--- src/rtl/tcm_axis_pkg.sv ---
// tcm_axis_pkg: shared types and constants
// for the TCM-to-AXI-Stream transmit block.
package tcm_axis_pkg;

  localparam int TDATA_W   = 32;
  localparam int TCM_DEPTH = 32;
  localparam int TCM_AW    = 5;
  localparam int LEN_W     = TCM_AW + 1;

  localparam logic [TDATA_W/8-1:0] TSTRB_ONES = '1;

  typedef enum logic [1:0] {
    IDLE,
    FILL,
    STREAM
  } state_t;

  function automatic logic [LEN_W-1:0] clamp_len(
    input logic [LEN_W-1:0] l
  );
    if (l > LEN_W'(TCM_DEPTH))
      return LEN_W'(TCM_DEPTH);
    return l;
  endfunction

endpackage

--- src/rtl/tcm_axis_out_skid.sv ---
// tcm_axis_out_skid: 2-entry {last,data} buffer
// whose head drives the AXI-Stream outputs.
module tcm_axis_out_skid
  import tcm_axis_pkg::*;
#(
  parameter int W = TDATA_W
) (
  input  logic         clk,
  input  logic         rst,
  input  logic         push,
  input  logic [W-1:0] push_data,
  input  logic         push_last,
  input  logic         pop,
  output logic         full,
  output logic         empty,
  output logic         almost_full,
  output logic         valid,
  output logic [W-1:0] data,
  output logic         last
);

  logic [W:0] ent [2];
  logic       wp;
  logic       rp;
  logic [1:0] cnt;
  logic       pop_ok;

  assign pop_ok      = pop && (cnt != 2'd0);
  assign full        = (cnt == 2'd2);
  assign almost_full = (cnt == 2'd1);
  assign empty       = (cnt == 2'd0);
  assign valid       = !empty;
  assign data        = ent[rp][W-1:0];
  // stale head may hold last=1 after a packet
  assign last        = valid && ent[rp][W];

  always_ff @(posedge clk) begin
    if (rst) begin
      ent[0] <= '0;
      ent[1] <= '0;
      wp     <= 1'b0;
      rp     <= 1'b0;
      cnt    <= 2'd0;
    end else begin
      if (push) begin
        ent[wp] <= {push_last, push_data};
        wp      <= ~wp;
      end
      if (pop_ok)
        rp <= ~rp;
      cnt <= cnt + 2'(push) - 2'(pop_ok);
    end
  end

endmodule

--- src/rtl/tcm_axis_stream_out.sv ---
// tcm_axis_stream_out: streams a host-loaded TCM
// out as one AXI-Stream packet per start edge.
module tcm_axis_stream_out
  import tcm_axis_pkg::*;
#(
  parameter int C_M_AXIS_TDATA_WIDTH = TDATA_W,
  parameter int C_TCM_DEPTH          = TCM_DEPTH,
  parameter int C_TCM_ADDR_WIDTH     = TCM_AW
) (
  input  logic M_AXIS_ACLK,
  input  logic M_AXIS_ARESET,
  input  logic USR_tcm_wr_en,
  input  logic [C_TCM_ADDR_WIDTH-1:0]
               USR_tcm_wr_addr,
  input  logic [C_M_AXIS_TDATA_WIDTH-1:0]
               USR_tcm_wr_data,
  input  logic USR_tcm_start,
  input  logic [C_TCM_ADDR_WIDTH:0]
               USR_tcm_length,
  output logic tcm_busy,
  output logic tcm_done,
  output logic [C_TCM_ADDR_WIDTH-1:0]
               tcm_rd_addr_out,
  output logic M_AXIS_TVALID,
  output logic [C_M_AXIS_TDATA_WIDTH-1:0]
               M_AXIS_TDATA,
  output logic [C_M_AXIS_TDATA_WIDTH/8-1:0]
               M_AXIS_TSTRB,
  output logic M_AXIS_TLAST,
  input  logic M_AXIS_TREADY
);

  localparam int DW = C_M_AXIS_TDATA_WIDTH;
  localparam int AW = C_TCM_ADDR_WIDTH;
  localparam int LW = AW + 1;

  logic [DW-1:0] tcm [C_TCM_DEPTH];

  state_t        state;
  state_t        state_nx;
  logic          start_d;
  logic          done_q;
  logic [LW-1:0] len_q;
  logic [LW-1:0] rd_cnt;
  logic [LW-1:0] beat_cnt;
  logic [AW-1:0] rd_addr;
  logic          rd_pend;
  logic          rd_last;
  logic [DW-1:0] rd_data;

  logic start_ok;
  logic issue;
  logic pop;
  logic last_pop;
  logic slot_ok;
  logic sk_full;
  logic sk_empty;
  logic sk_afull;

  assign start_ok = (state == IDLE)
                 && USR_tcm_start
                 && !start_d
                 && (USR_tcm_length != '0);
  assign pop      = M_AXIS_TVALID
                 && M_AXIS_TREADY;
  assign last_pop = pop
                 && (beat_cnt == len_q - LW'(1));

  // a read lands in the buffer one cycle after
  // issue, so leave room for it and any pending
  assign slot_ok = sk_empty
                || (sk_afull && (!rd_pend || pop))
                || (sk_full && pop && !rd_pend);

  assign tcm_busy        = (state != IDLE);
  assign tcm_done        = done_q;
  assign tcm_rd_addr_out = rd_addr;
  assign M_AXIS_TSTRB    = TSTRB_ONES;

  always_comb begin
    state_nx = state;
    issue    = 1'b0;
    unique case (state)
      IDLE: begin
        if (start_ok)
          state_nx = FILL;
      end
      FILL: begin
        issue    = 1'b1;
        state_nx = STREAM;
      end
      STREAM: begin
        issue = (rd_cnt < len_q) && slot_ok;
        if (last_pop)
          state_nx = IDLE;
      end
      default: state_nx = IDLE;
    endcase
  end

  always_ff @(posedge M_AXIS_ACLK) begin
    if (M_AXIS_ARESET) begin
      state    <= IDLE;
      start_d  <= 1'b0;
      done_q   <= 1'b0;
      len_q    <= '0;
      rd_cnt   <= '0;
      beat_cnt <= '0;
      rd_addr  <= '0;
      rd_pend  <= 1'b0;
      rd_last  <= 1'b0;
    end else begin
      state   <= state_nx;
      start_d <= USR_tcm_start;
      rd_pend <= issue;
      rd_last <= issue
              && (rd_cnt == len_q - LW'(1));
      if (start_ok) begin
        len_q    <= clamp_len(USR_tcm_length);
        done_q   <= 1'b0;
        rd_cnt   <= '0;
        beat_cnt <= '0;
        rd_addr  <= '0;
      end
      if (issue) begin
        rd_cnt  <= rd_cnt + LW'(1);
        rd_addr <= rd_cnt[AW-1:0];
      end
      if (pop)
        beat_cnt <= beat_cnt + LW'(1);
      if (last_pop)
        done_q <= 1'b1;
    end
  end

  // read-first BRAM, contents survive reset
  always_ff @(posedge M_AXIS_ACLK) begin
    if (USR_tcm_wr_en)
      tcm[USR_tcm_wr_addr] <= USR_tcm_wr_data;
    if (issue)
      rd_data <= tcm[rd_cnt[AW-1:0]];
  end

  tcm_axis_out_skid #(
    .W (DW)
  ) u_skid (
    .clk         (M_AXIS_ACLK),
    .rst         (M_AXIS_ARESET),
    .push        (rd_pend),
    .push_data   (rd_data),
    .push_last   (rd_last),
    .pop         (pop),
    .full        (sk_full),
    .empty       (sk_empty),
    .almost_full (sk_afull),
    .valid       (M_AXIS_TVALID),
    .data        (M_AXIS_TDATA),
    .last        (M_AXIS_TLAST)
  );

endmodule
--- config.mk ---
export PLATFORM = sky130hd
export DESIGN_NAME = tcm_axis_stream_out
export DESIGN_NICKNAME = d
export VERILOG_FILES = /design/src/rtl/tcm_axis_pkg.sv /design/src/rtl/tcm_axis_out_skid.sv /design/src/rtl/tcm_axis_stream_out.sv
export SDC_FILE = /design/constraint.sdc
export NUM_CORES = 1
export LEC_CHECK = 0
export ABC_CLOCK_PERIOD_IN_PS = 8900
export BUFFER_PORTS_ARGS = -buffer_cell sky130_fd_sc_hd__buf_4
export CORE_ASPECT_RATIO = 0.7
export CORE_MARGIN = 2
export CORE_UTILIZATION = 24
export DETAILED_ROUTE_END_ITERATION = 7
export PLACE_DENSITY = 0.34
export SETUP_SLACK_MARGIN = 0.02
export SLEW_MARGIN = 10
export SYNTH_ARGS = -nofsm -noshare
export SYNTH_HDL_FRONTEND = slang
export SYNTH_SLANG_ARGS = --single-unit
--- constraint.sdc ---
create_clock -name M_AXIS_ACLK -period 8.9 [get_ports M_AXIS_ACLK]
set_input_delay 0.445 -clock M_AXIS_ACLK [delete_from_list [all_inputs] [get_ports M_AXIS_ACLK]]
set_output_delay 0.445 -clock M_AXIS_ACLK [all_outputs]
set_load 0.1 [all_outputs]
; ---- Yosys cells after proc, flatten, opt, wreduce, memory -nomap -nowiden
; Memory sizes are Yosys's and may differ from the RTL's. A register that Yosys moved wholly into a read port is not among the register bits.
; Cells that the tools add are included.
; W data, S select, Z words.
[totals]
n_memories = 2
ram_bits = 1090
ff_bits = 33
wordCells = 87
[memory_table]
columns = name, depth, word_bits, rd, rd_clocked_by_memory_dff, wr, line
row1 = tcm, 32, 32, 1, 1, 1, tcm_axis_stream_out.sv:37  ; logic [DW-1:0] tcm [C_TCM_DEPTH];
row2 = u_skid.ent, 2, 33, 1, 1, 2, tcm_axis_out_skid.sv:22  ; logic [W:0] ent [2];
[classes]
n_mux = 28
reduce_logical = 28
add_sub_neg = 5
order_cmp = 2
n_eq_ne = 8
bitwise_logic = 2
[ops]
columns = cell, count
row1 = $mux W33, 1
row2 = $reduce_or A33 Y1, 1
row3 = $mux W6, 5
row4 = $mux W1, 16
row5 = $add A6 B1 Y6 const B, 2
row6 = $eq A6 B6 Y1, 2
row7 = $logic_and A1 B1 Y1, 12
row8 = $mux W5, 2
row9 = $reduce_bool A2 Y1, 5
row10 = $gt A6 B6 Y1 const B, 1
row11 = $lt A6 B6 Y1, 1
row12 = $pmux W2 S3, 1
row13 = $reduce_bool A6 Y1, 1
row14 = $sub A6 B1 Y6 const B, 1
row15 = $eq A2 B1 Y1 const B, 2
row16 = $eq A2 B2 Y1 const B, 2
row17 = $logic_not A2 Y1, 2
row18 = $mux W2, 2
row19 = $ne A2 B2 Y1 const B, 2
row20 = $logic_not A1 Y1, 3
row21 = $logic_or A1 B1 Y1, 3
row22 = $add A2 B1 Y2, 1
row23 = $not A1 Y1, 2
row24 = $pmux W1 S2, 1
row25 = other kinds (2), 2

; ---- Depth between registers and ports, before layout
; Gate-level depths: netlist of run 1.
[depth]
depth_word = 10
mapped_depth = 12

; ---- Modules after synthesis
; From an unflattened synthesis of run 1, not the netlist that was laid out.
[unflattened]
cells_unflattened = 1991
hier_area_um2 = 44891.8
[modules_own_cells]
columns = mod, instances, cells_each, seq_area_each_um2, area_per_inst_um2
row1 = tcm_axis_stream_out, 1, 1750, 32291.0, 41718.8
row2 = tcm_axis_out_skid, 1, 241, 2082.0, 3173.0

; ---- Worst setup path before layout of run 1
; OpenSTA, ideal clock, no wires.
[synth_path]
path_type = flip-flop to flip-flop
from = register rd_cnt[0]
to = register rd_data[0] (read register of tcm), enable pin
path_stages_with_launch = 12
required_time_ns = 8.479
setup_ns = 0.421
period_less_slack_ns = 3.505
path_buffers = 4
arrival_ns = 3.084
path_slack_ns = 5.395
cell_sequence = dfxtp_1 -> buf_2 -> buf_6 -> buf_4 -> inv_1 -> ha_1 -> nor2b_1 -> o21a_1 -> o2111ai_1 -> a31oi_1 -> clkbuf_1 -> nor2_1
[synth_via]
elab_chain_len = 3
[synth_lines]
columns = element, line
row1 = "start, declared", tcm_axis_stream_out.sv:44  ; logic [LW-1:0] rd_cnt;
row2 = "start signal, assigned", tcm_axis_stream_out.sv:126  ; rd_cnt <= rd_cnt + LW'(1);
row3 = $lt A6 B6 Y1, tcm_axis_stream_out.sv:93  ; issue = (rd_cnt < len_q) && slot_ok;
row4 = $logic_and A1 B1 Y1, tcm_axis_stream_out.sv:93
row5 = $pmux W1 S2, tcm_axis_stream_out.sv:83  ; unique case (state)
row6 = named net issue, tcm_axis_stream_out.sv:52  ; logic issue;
row7 = "end, declared", tcm_axis_stream_out.sv:49  ; logic [DW-1:0] rd_data;
; The timed path passes the listed nets, and every way through them passes these cells.
; A chain may end at the register's enable or synchronous reset.

; ---- Worst setup path in the final report of run 1
[layout_path]
from = register rd_cnt[1]
to = register rd_data[16] (read register of tcm), data pin
[layout_via]
elab_chain_len = 3
[layout_lines]
columns = element, line
row1 = $lt A6 B6 Y1, tcm_axis_stream_out.sv:93
row2 = $logic_and A1 B1 Y1, tcm_axis_stream_out.sv:93
row3 = $pmux W1 S2, tcm_axis_stream_out.sv:83
; Several ways; a longest one is shown, not always the timed one.

==> flow_summary.ini, run 1 <==
[sta]
worstMarginPinSlew_ps = 1142
setup_violations = 0
max_slew_margin = 0.2385
slew_violations = 0
finalSetupTns_ps = 0
min_period_ps = 4192
fin_crit_sh = 0.4710
max_freq_ghz = 0.2385
hold_viol = 0
rsz0062_at_grt = no
fin_worst_skew_ps = 56.44

[die]
die_w_microns = 519.8
core_area_sq_um = 185000
dieArea_sq_um = 189700
start_util = 0.2416
pin_count = 93
fp-row-count = 132
die_y_microns = 365.0

[setup_path]
path_cells = buf_4 > buf_4 > mux4_2 > mux4_2 > mux2_2
criticalPathCategory = register to register
path_max_fanout = 55
cp.arrival_ps = 4700
cp_top_family = buffers and inverters
path_buf_inv = 2
cpPeakStageDelay_ps = 1000
worstSetupStartpointType = register
required_ps = 9410
slowest_stage = dfxtp_4
end_kind = register

[route]
avgViaCountPerCell = 4.360
wl_per_cell_microns = 27.74
firstDrtPassIters = 5
first_iter_violations = 1532
drcViolationCount = 0
routed-via-count = 20520
postRouteAntennaNets = 0
wl_microns = 130500

[yosys]
seq_area_frac_synth = 0.7691
avgSynthCellArea_sq_um = 22.94
syn_area_sq_um = 44690
ys_types = 49
yosysWarnings = 0
ys_ff_latch = 1156
ys.flop_type = edfxtp_1
async_reset_ff_frac = 0
synth_enable_flop_cells = 1122
syn_inst = 1948

[clocking]
post_cts_resized = 0
clkTransAtPathRegs_ps = 60
htree_levels = 3
cts_tree = built
post_cts_buffers = 0
clock_latency_ps = 760
cts_buffers = 119
clock-sinks = 1156
clock_path_buffers = 3
postCtsHoldBufs = 10
clockRootBuffer = clkbuf_16

[grt]
grtUsageTotal = 0.1379
grt_antenna_before_repair = 11
grt_pass1_wl_microns = 181300
grt_pass1_vias = 21850
grt_max_degree = 90
grt_overflow = 0

[placement]
io_buffers = 88
gp_routability_congestion = 0.6984
dpl.hpwl_microns = 65660
placed_area_sq_um = 48630

[finish]
layout_commonest_cell = edfxtp_1
syn2layout_area_growth_pct = 17.73
nets = 2182
drive_gt1_frac = 0.3345
final_cell_mix = 1122 x edfxtp_1, 320 x mux4_2, 140 x buf_4
finalInstanceArea_sq_um = 52610

[power]
peakVddDrop_uv = 186.2
power_leakage_uw = 0.01584
p_per_area_nw_per_um2 = 242.9

[run_status]
run_status = complete, no violations

[hold_path]
min_path_type = primary input to register

[run]
cap_violations = 0
## cells in the mapped netlist (all sizes together), types with 3 or more instances
library cell  count  area share
xor2              5     0.00098
nor3              7     0.00078
o211ai            9      0.0015
nand2b            5     0.00070
xnor2            14      0.0027
and2             67      0.0094
mux4            320        0.16
mux2             64       0.016
nor3b             4     0.00067
a22oi             4     0.00067
nand2            16      0.0013
edfxtp         1122        0.75
nor2b             6     0.00084
dfxtp            34       0.015
nor2             53      0.0045
buf              53      0.0074
nand3            15      0.0017
inv              18      0.0015
clkbuf           51      0.0043
a21oi            17      0.0019
nand3b            7      0.0012
o21ai             6     0.00067
or3b              3     0.00059
or3               5     0.00070
mux2i             4     0.00090
ha               15      0.0042
## sequential cells by signal, summed over array words and instances, names as in the netlist, named ones only
| register | cells |
|---|---|
| beat_cnt | 6 |
| len_q | 6 |
| rd_cnt | 6 |
| rd_data | 32 |
| rd_last | 1 |
| rd_pend | 1 |
| start_d | 1 |
| state | 2 |
| tcm | 1024 |
| tcm_done | 1 |
| tcm_rd_addr_out | 5 |
| u_skid.cnt | 2 |
| u_skid.ent | 66 |
| u_skid.rp | 1 |
| u_skid.wp | 1 |
## report_power, final
group          leakage, uW  internal [uW]  switching (uW)  total (uW)
Sequential          0.0105           6110            96.8        6200
Combinational      0.00347            592             981        1570
Clock              0.00189           2840            2160        5000
Total               0.0158           9540            3240       12800
## worst reg2reg max path, stage by stage (launching register included)
cell	delay, ps
dfxtp_4	1000
buf_4	820
buf_4	880
mux4_2	460
mux4_2	520
mux2_2	290
## per-layer routing
metal | share of wire | vias to the layer above | GRT usage
met5 | 0.000084 | - | 0
met4 | 0.022 | 2 | 0.03196
met3 | 0.038 | 179 | 0.02407
met2 | 0.48 | 433 | 0.2307
met1 | 0.45 | 11350 | 0.1866
li1 | - | 8556 | -
## final cells by class
| type | count | area, sq um |
|---|---|---|
| Fill cell | 18080 | 132400 |
| Sequential cell | 1156 | 34390 |
| Multi-Input combinational cell | 673 | 9996 |
| Clock buffer | 141 | 3124 |
| Tap cell | 2479 | 3102 |
| Timing Repair Buffer | 151 | 1171 |
| Clock inverter | 79 | 737.0 |
| Inverter | 18 | 72.57 |
| Antenna cell | 9 | 22.52 |
## metrics by stage
step | worst slack (ps) | total power [uW] | util | hold WS (ps) | instances
6_report | 4708 | 12780 | 0.2844 | 90.05 | 4706
2_1_floorplan | 5395 | 7456 | - | 448.3 | 1951
3_3_place_gp | 4669 | 7922 | 0.2629 | 459.2 | 4467
4_1_cts | 4624 | 13000 | 0.2843 | 13.26 | 4697
5_1_grt | 4420 | 13280 | 0.2844 | 41.44 | 4703
3_5_place_dp | 4613 | 7938 | 0.2629 | 461.6 | 4467
## logic make-up after synthesis
family	count (synthesis)	synth area share
flip-flops	1156	0.7691
AO/OA/AOI/OAI	50	0.007251
multiplexers	388	0.1783
other	1	0.00008391
buffers and inverters	122	0.01324
AND/OR/NAND/NOR	196	0.02357
XOR/XNOR	20	0.004228
adder cells (fa/ha/maj)	15	0.004200
## final timing paths
kind                            start           to  slack, ps  cells past startpoint
hold / removal    USR_tcm_wr_data[17]   tcm[1][17]         90                      1
setup reg to reg            rd_cnt[1]  rd_data[16]       4710                      5
setup / recovery            rd_cnt[1]  rd_data[16]       4710                      5
hold reg to reg              tcm_done     tcm_done        460                      2
Power figures use the tool's default switching activity.
==> run 2: changes to the inputs <==
--- a/config.mk
+++ b/config.mk
@@ -5,7 +5,7 @@
 export SDC_FILE = /design/constraint.sdc
 export NUM_CORES = 1
 export LEC_CHECK = 0
-export ABC_CLOCK_PERIOD_IN_PS = 8900
+export ABC_CLOCK_PERIOD_IN_PS = 3900
 export BUFFER_PORTS_ARGS = -buffer_cell sky130_fd_sc_hd__buf_4
 export CORE_ASPECT_RATIO = 0.7
 export CORE_MARGIN = 2
==> constraint.sdc (replaced) <==
create_clock -name M_AXIS_ACLK -period 3.9 [get_ports M_AXIS_ACLK]
set_input_delay 0.195 -clock M_AXIS_ACLK [delete_from_list [all_inputs] [get_ports M_AXIS_ACLK]]
set_output_delay 0.195 -clock M_AXIS_ACLK [all_outputs]
set_load 0.1 [all_outputs]
==> flow_summary.ini, run 2 (same netlist as run 1, synthesis figures left out) <==
[grt]
grt_pass1_wl_microns = 182500
grt_antenna_before_repair = 6
grtUsageTotal = 0.1387
grt_max_degree = 101
grt_pass1_vias = 22060
grt_overflow = 0

[route]
drcViolationCount = 0
postRouteAntennaNets = 0
routed-via-count = 20850
first_iter_violations = 1761
firstDrtPassIters = 5
avgViaCountPerCell = 4.378
wl_per_cell_microns = 27.67
wl_microns = 131800

[setup_path]
cpPeakStageDelay_ps = 580
end_kind = register
cp.arrival_ps = 3660
cp_top_family = buffers and inverters
path_max_fanout = 13
slowest_stage = dlygate4sd3_1
criticalPathCategory = register to register
path_buf_inv = 4
worstSetupStartpointType = register
path_cells = inv_1 > ha_1 > nand2_1 > nor2_1 > o21ai_0 > buf_4 > a22oi_1 > dlygate4sd3_1 > nor2_1 > dlygate4sd3_1
required_ps = 4530

[power]
p_int_uw = 21850
p_sw_uw = 7465
p_seq_frac = 0.482
power_leakage_uw = 0.01618
fin_total_pwr_uw = 29320
p_per_area_nw_per_um2 = 549.0
p_comb_frac = 0.127
peakVddDrop_uv = 381.9
p_sw_frac = 0.2546
p_clk_frac = 0.390

[finish]
syn2layout_area_growth_pct = 19.50
largest_register_ffs = 1024
n_fill_cell = 18110
layout_commonest_cell = edfxtp_1
regMostFlops = tcm
drive_gt1_frac = 0.3368
final_cell_mix = 1122 x edfxtp_1, 320 x mux4_2, 139 x buf_4
reg_top3 = tcm: 1024 flops, u_skid.ent: 66 flops, rd_data: 32 flops
nets = 2242

[sta]
rsz0062_at_grt = no
hold_viol = 0
setup_violations = 0
slew_violations = 0
worstMarginPinSlew_ps = 1082
min_period_ps = 3032
holdWs_ps = 204.1
max_freq_ghz = 0.3298
fin_crit_sh = 0.7775
fin_worst_skew_ps = 20.37
finalSetupTns_ps = 0
max_slew_margin = 0.2789

[die]
pin_count = 93
die_w_microns = 519.8
fp-row-count = 132
start_util = 0.2416
core_area_sq_um = 185000
dieArea_sq_um = 189700
die_y_microns = 365.0

[placement]
gp_routability_congestion = 0.6906
dpl.hpwl_microns = 67950
io_buffers = 88

[clocking]
clock-sinks = 1156
post_cts_buffers = 0
post_cts_resized = 0
clkTransAtPathRegs_ps = 60
clockRootBuffer = clkbuf_16
cts_buffers = 119
htree_levels = 3
cts_tree = built
clock_latency_ps = 760
clock_path_buffers = 3

[run_status]
run_status = complete, no violations

[hold_path]
min_path_type = primary input to register

[run]
cap_violations = 0
==> run 2: changes by cell type in the layout (fill, tap and decap cells not counted), moves of 2 or more <==
cell,delta
buf_12,+21
clkinv_1,-4
clkinv_2,+6
clkinv_4,-2
diode_2,-5
dlygate4sd3_1,+40
==> run 2: cell type report <==
cell class	instances	area, sq um	area share
tap	2479	3102	0.05808
clock buffer	140	3099	0.05803
timing repair buffer	211	1984	0.03716
inverter	18	72.57	0.001359
antenna	4	10.01	0.0001874
sequential	1156	34390	0.6439
clock inverter	82	752.0	0.01408
multi-input combinational	673	9996	0.1872
==> run 2: layer usage <==
layer,global-route usage,part of all wire
met4,0.03316,0.022
met5,0,0
met2,0.2249,0.47
met1,0.1937,0.47
met3,0.02359,0.035
==> run 2: path summary, 6_finish.rpt <==
| check | start | to | slack, ps | cells past startpoint |
|---|---|---|---|---|
| hold / removal | USR_tcm_wr_addr[3] | tcm[16][12] | 200 | 3 |
| setup reg to reg | state[0] | len_q[1] | 870 | 10 |
| setup / recovery | state[0] | len_q[1] | 870 | 10 |
| hold reg to reg | tcm_done | tcm_done | 460 | 2 |
==> run 2: through the flow <==
stage	util	instances	area [sq um]	worst slack (ps)
after detailed placement	0.2651	4487	49040	921.8
final	0.2887	4763	53410	867.9
after floorplan	-	1951	44700	395.3
after CTS	0.2887	4759	53400	820.1
after global routing	0.2887	4762	53400	646.7
after global placement	0.2651	4487	49040	931.4
==> run 2: tightest hold or removal path, delay by kind of cell <==
kind                   cells  cell delay, ps
and+or+nand+nor            2             430
buffers and inverters      1             130
==> run 2: power by group through the flow <==
stage / Clock [uW] / Combinational (uW) / Sequential (uW)
after floorplan: 0 / 2750 / 14300
after global placement: 0 / 3740 / 14400
after detailed placement: 0 / 3780 / 14400
after CTS: 11800 / 3840 / 14200
after global routing: 12300 / 4020 / 14200
final: 11400 / 3740 / 14100
==> run 2: what timing repair did <==
action,4_1_cts,5_1_grt
hold endpoints to repair,1052,0
hold buffers,50,0
setup endpoints to repair,0,0
